==> src/rtl/alu_multicycle.sv <==
// Multicycle ALU with valid/ready handshakes on both sides. Shifts run
// iteratively at SHIFT_STEP bits per cycle; result and flags are registered.
module alu_multicycle #(
    parameter int N          = 32,
    parameter int SHIFT_STEP = 1
) (
    input  logic         clk,
    input  logic         rst,
    input  logic         in_valid,
    output logic         in_ready,
    input  logic [N-1:0] a,
    input  logic [N-1:0] b,
    input  logic [3:0]   control,
    output logic         out_valid,
    input  logic         out_ready,
    output logic [N-1:0] result,
    output logic         overflow,
    output logic         zero,
    output logic         equal
);

    localparam int             W      = $clog2(N);
    localparam logic [W-1:0]   STEP_W = W'(SHIFT_STEP);

    localparam logic [3:0] OP_AND  = 4'h0;
    localparam logic [3:0] OP_OR   = 4'h1;
    localparam logic [3:0] OP_ADD  = 4'h2;
    localparam logic [3:0] OP_XOR  = 4'h3;
    localparam logic [3:0] OP_SLL  = 4'h4;
    localparam logic [3:0] OP_SRL  = 4'h5;
    localparam logic [3:0] OP_SUB  = 4'h6;
    localparam logic [3:0] OP_SLT  = 4'h7;
    localparam logic [3:0] OP_SRA  = 4'h8;
    localparam logic [3:0] OP_SLTU = 4'h9;
    localparam logic [3:0] OP_NOR  = 4'hC;

    typedef enum logic [1:0] {
        IDLE = 2'd0,
        BUSY = 2'd1,
        DONE = 2'd2
    } state_t;

    state_t         state_r;
    logic [N-1:0]   work_r;
    logic [W-1:0]   remaining_r;
    logic [3:0]     kind_r;
    logic [N-1:0]   result_r;
    logic           overflow_r;
    logic           zero_r;
    logic           equal_r;
    logic           out_valid_r;

    logic [N-1:0]   alu_res_s;
    logic           alu_ovf_s;
    logic           is_shift_s;
    logic [W-1:0]   shamt_s;
    logic [W-1:0]   step_s;
    logic [N-1:0]   shifted_s;

    assign shamt_s   = b[W-1:0];
    assign in_ready  = (state_r == IDLE);
    assign out_valid = out_valid_r;
    assign result    = result_r;
    assign overflow  = overflow_r;
    assign zero      = zero_r;
    assign equal     = equal_r;

    // Single-cycle datapath on the operands presented at accept; shifts pass a through (shamt==0 case)
    always_comb begin
        alu_res_s  = {N{1'b0}};
        alu_ovf_s  = 1'b0;
        is_shift_s = 1'b0;
        case (control)
            OP_AND:  alu_res_s = a & b;
            OP_OR:   alu_res_s = a | b;
            OP_XOR:  alu_res_s = a ^ b;
            OP_NOR:  alu_res_s = ~(a | b);
            OP_ADD: begin
                alu_res_s = a + b;
                alu_ovf_s = (a[N-1] == b[N-1]) && (alu_res_s[N-1] != a[N-1]);
            end
            OP_SUB: begin
                alu_res_s = a - b;
                alu_ovf_s = (a[N-1] != b[N-1]) && (alu_res_s[N-1] != a[N-1]);
            end
            OP_SLT:  alu_res_s = {{(N-1){1'b0}}, ($signed(a) < $signed(b))};
            OP_SLTU: alu_res_s = {{(N-1){1'b0}}, (a < b)};
            OP_SLL, OP_SRL, OP_SRA: begin
                alu_res_s  = a;
                is_shift_s = 1'b1;
            end
            default: alu_res_s = {N{1'b0}};
        endcase
    end

    // One iterative shift step: min(SHIFT_STEP, remaining) bits in the latched direction
    always_comb begin
        step_s    = (remaining_r < STEP_W) ? remaining_r : STEP_W;
        shifted_s = work_r;
        case (kind_r)
            OP_SLL:  shifted_s = work_r << step_s;
            OP_SRL:  shifted_s = work_r >> step_s;
            OP_SRA:  shifted_s = $unsigned($signed(work_r) >>> step_s);
            default: shifted_s = work_r;
        endcase
    end

    // Control FSM and all registered outputs; result/flags only change on entry to DONE
    always_ff @(posedge clk or negedge rst) begin
        if (!rst) begin
            state_r     <= IDLE;
            work_r      <= {N{1'b0}};
            remaining_r <= {W{1'b0}};
            kind_r      <= 4'h0;
            result_r    <= {N{1'b0}};
            overflow_r  <= 1'b0;
            zero_r      <= 1'b0;
            equal_r     <= 1'b0;
            out_valid_r <= 1'b0;
        end else begin
            case (state_r)
                IDLE: begin
                    if (in_valid) begin
                        equal_r <= (a == b);
                        if (is_shift_s && (shamt_s != {W{1'b0}})) begin
                            work_r      <= a;
                            remaining_r <= shamt_s;
                            kind_r      <= control;
                            state_r     <= BUSY;
                        end else begin
                            result_r    <= alu_res_s;
                            overflow_r  <= alu_ovf_s;
                            zero_r      <= (alu_res_s == {N{1'b0}});
                            out_valid_r <= 1'b1;
                            state_r     <= DONE;
                        end
                    end
                end
                BUSY: begin
                    work_r      <= shifted_s;
                    remaining_r <= remaining_r - step_s;
                    if (remaining_r == step_s) begin
                        result_r    <= shifted_s;
                        overflow_r  <= 1'b0;
                        zero_r      <= (shifted_s == {N{1'b0}});
                        out_valid_r <= 1'b1;
                        state_r     <= DONE;
                    end
                end
                DONE: begin
                    if (out_ready) begin
                        out_valid_r <= 1'b0;
                        state_r     <= IDLE;
                    end
                end
                default: begin
                    out_valid_r <= 1'b0;
                    state_r     <= IDLE;
                end
            endcase
        end
    end

endmodule

==> config.mk <==
export PLATFORM = sky130hd
export DESIGN_NAME = alu_multicycle
export DESIGN_NICKNAME = d
export VERILOG_FILES = /design/src/rtl/alu_multicycle.sv
export SDC_FILE = /design/constraint.sdc
export NUM_CORES = 1
export LEC_CHECK = 0
export CAP_MARGIN = 20
export CORE_MARGIN = 5
export CORE_UTILIZATION = 30
export DETAILED_ROUTE_END_ITERATION = 10
export DONT_BUFFER_PORTS = 1
export PLACE_DENSITY = 0.54
export RECOVER_POWER = 100
export SYNTH_ARGS = -nofsm -noshare
export SYNTH_HDL_FRONTEND = slang
export SYNTH_SLANG_ARGS = --single-unit
==> constraint.sdc <==
create_clock -name clk -period 3.02 [get_ports clk]
set_clock_uncertainty 0.05 [all_clocks]
set_input_delay 0.151 -clock clk [delete_from_list [all_inputs] [get_ports clk]]
set_output_delay 0.151 -clock clk [all_outputs]
set_load 0.02 [all_outputs]
==> flow_summary.json <==
{
  "yosys.cell_types.count": 93,
  "design_area_um2": 14200,
  "setup_viol": 3,
  "critPathArrivalTime_ps": 3410,
  "end_kind": "flop",
  "grt_pass1_wl_mm": 76.6,
  "grt_remaining_overflow": 0,
  "status": "complete, but fails checks",
  "grt_pass1_vias": 12700,
  "instances_no_fill": 2262,
  "synth_xor_area_share_pct": 0.813,
  "finalCritPeriodShare_pct": 105,
  "synth_area_per_cell_um2": 6.93,
  "diodes": 0,
  "worstSetupPathType": "in -> reg",
  "worst_slew_pin_slew_ps": 2110,
  "vias": 12900,
  "clk_pin_slew_ps": 60,
  "syn_area_um2": 10800,
  "multi_input_area_um2": 8280,
  "syn_to_final_growth_pct": 32.0,
  "start_util_pct": 30.4,
  "fin_ws_ps": -147,
  "nets": 1971,
  "die_area_um2": 39800,
  "slew_headroom_pct": -40.8,
  "dpl.cell_count": 2201,
  "cts_tree": "done",
  "async_flop_share_pct": 100,
  "cp_max_fo": 5,
  "drc": 0,
  "critPathLaunchType": "input port",
  "ant_nets": 0,
  "failed_checks": "capacitance limit, slew limit, setup timing",
  "rsz0062_at_grt": "yes",
  "routed_via_density": 5.72,
  "nFillCells": 3702,
  "wl_per_cell_um": 22.4,
  "synth-compound-area-share_pct": 36.8,
  "muxShareOfSynthArea_pct": 1.21,
  "synth_top_family_by_area": "compound AO/OA/AOI/OAI gates",
  "hold_violations": 0,
  "grtUsageTotal_pct": 24.7,
  "synth_edf_count": 0,
  "fp.dieH_um": 199,
  "dp_hpwl_mm": 40.0,
  "p_leak_nw": 6.30,
  "hp-class": "in -> reg",
  "finish.utilization_pct": 40.1,
  "yosys_warnings": 0,
  "synth_fa_ha_area_share_pct": 12.0,
  "port_buffers": 0,
  "cap_violations": 1,
  "drive_gt1_share_pct": 22.5,
  "ios": 109,
  "antenna_found_initial": 1,
  "syn_nets": 1729,
  "setup-tns-final_ps": -198,
  "layout_min_cycle_time_ps": 3170,
  "chipWidth_um": 199,
  "cp.required_ps": 3260,
  "placed_area_um2": 13200,
  "core_area_um2": 35500,
  "grt_start_max_net_pins": 93,
  "final-seq-area_um2": 1980,
  "dr.pass1.iters": 7,
  "synth-seq-area-share_pct": 18.4,
  "vdd_drop_max_v": 0.000445,
  "wl_mm": 50.6,
  "netlist_instances": 1555,
  "first_iter_violations": 1306,
  "synthSimpleGateAreaFrac_pct": 22.7,
  "cts_inserted_buffers": 9,
  "insertion_delay_ps": 350,
  "synth_flop_cell": "dfrtp_1",
  "htree_levels": 3,
  "slew_viol_final": 80,
  "clkSinkCount": 79,
  "rows": 69,
  "ctsRootBufferMaster": "clkbuf_16",
  "fmax_mhz": 316,
  "gp_congestion": 0.991,
  "powerDensity_nw_per_um2": 522,
  "ys_ff_latch": 79,
  "clock_path_buffers": 2
}
==> metal layers <==
metal	wire [µm]	share of wire [%]	up-vias	track usage (%)
li1	-	-	6159	-
met4	1650	3.3	0	8.18
met2	23000	46	507	40.1
met5	0	0	-	0
met3	3190	6.3	92	2.60
met1	22800	45	6172	34.2
==> cells in the mapped netlist (20+ instances only) <==
cell type / instances / share of area (%)
a211oi_1: 27 / 1.9
a21oi_1: 163 / 7.6
a221oi_1: 24 / 2.0
a22oi_1: 42 / 2.9
clkbuf_1: 71 / 2.5
dfrtp_1: 79 / 18
ha_1: 100 / 12
inv_1: 108 / 3.8
nand2_1: 196 / 6.8
nand4_1: 24 / 1.4
nor2_1: 138 / 4.8
nor2b_1: 22 / 1.3
nor3_1: 41 / 1.9
nor4_1: 24 / 1.4
o21ai_0: 165 / 7.7
o31ai_1: 20 / 1.4
==> cells by family after synthesis <==
family	after synthesis
AO/OA/AOI/OAI	607
AND/OR/NAND/NOR	526
buffers and inverters	219
adder cells (fa/ha/maj)	102
flip-flops	79
multiplexers	12
XOR/XNOR	10
==> area by class of cell <==
class                   instances  share of cell area [%]
clock buffers                  11                    1.71
clock inverters                 4                   0.493
multi-input cells            1257                    58.2
inverters                     109                    2.90
well taps                     461                    4.06
flip-flops and latches         79                    13.9
repair buffers                341                    18.7
==> placed cells by master, fill, tap and decap left out, drive strengths merged, types with 22 or more instances in the layout <==
cell,Yosys,layout
a211oi,30,30
a21oi,164,164
a221oi,25,25
a22oi,42,42
buf,39,298
dfrtp,79,79
dlygate4sd3,0,34
ha,100,100
inv,108,107
nand2,198,198
nand4,24,24
nor2,139,139
nor2b,22,22
nor3,44,44
nor4,25,25
o21ai,168,168
==> power by group <==
| group | internal (mW) | total (mW) | switching [mW] |
|---|---|---|---|
| Clock | 0.740 | 1.19 | 0.451 |
| Combinational | 1.61 | 3.93 | 2.32 |
| Sequential | 1.54 | 2.29 | 0.751 |
==> stage by stage <==
step,total power [mW],worst slack (ps),hold slack (ps)
finish,7.42,-147,10.6
global route,7.92,-190,23.7
CTS,7.35,-26.2,4.47
detailed placement,6.00,-544,-191
global placement,5.96,-518,-191
floorplan,4.42,24.1,-195
==> state kept, by name (all words and copies together), names as in the netlist <==
name         cells
overflow         1
equal            1
kind_r           4
out_valid        1
work_r          32
state_r          2
zero             1
remaining_r      5
result          32
==> repair_timing <==
| item | in CTS | in global routing |
|---|---|---|
| gates resized for setup | 31 | 37 |
| hold buffers | 35 | 0 |
| setup endpoints to repair | 9 | 19 |
| buffers inserted | 8 | 3 |
| endpoints found under the hold margin | 114 | 0 |
| pin swaps | 24 | 19 |
==> critical path, cell delays in order <==
cell and delay [ps]:
clkinvlp_4 80, ha_4 250, buf_6 120, or4_4 540
a211oi_4 280, a211oi_2 160, o21ai_2 210, o211ai_1 130
a222oi_1 580, buf_4 240, nand4_1 110, nor3b_2 160
and4_1 220, a31o_1 140
==> path summary, 6_finish.rpt <==
check,start,endpoint,slack [ps],depth (start not counted)
setup / recovery,b[3],zero,-150,14
hold / removal,a[22],work_r[22],10,2
setup reg to reg,remaining_r[3],zero,10,12
hold reg to reg,work_r[0],work_r[0],460,2
max in group asynchronous,rst,result[22],740,2
min in group asynchronous,rst,result[2],920,2
(Power assumes the default switching activity.)
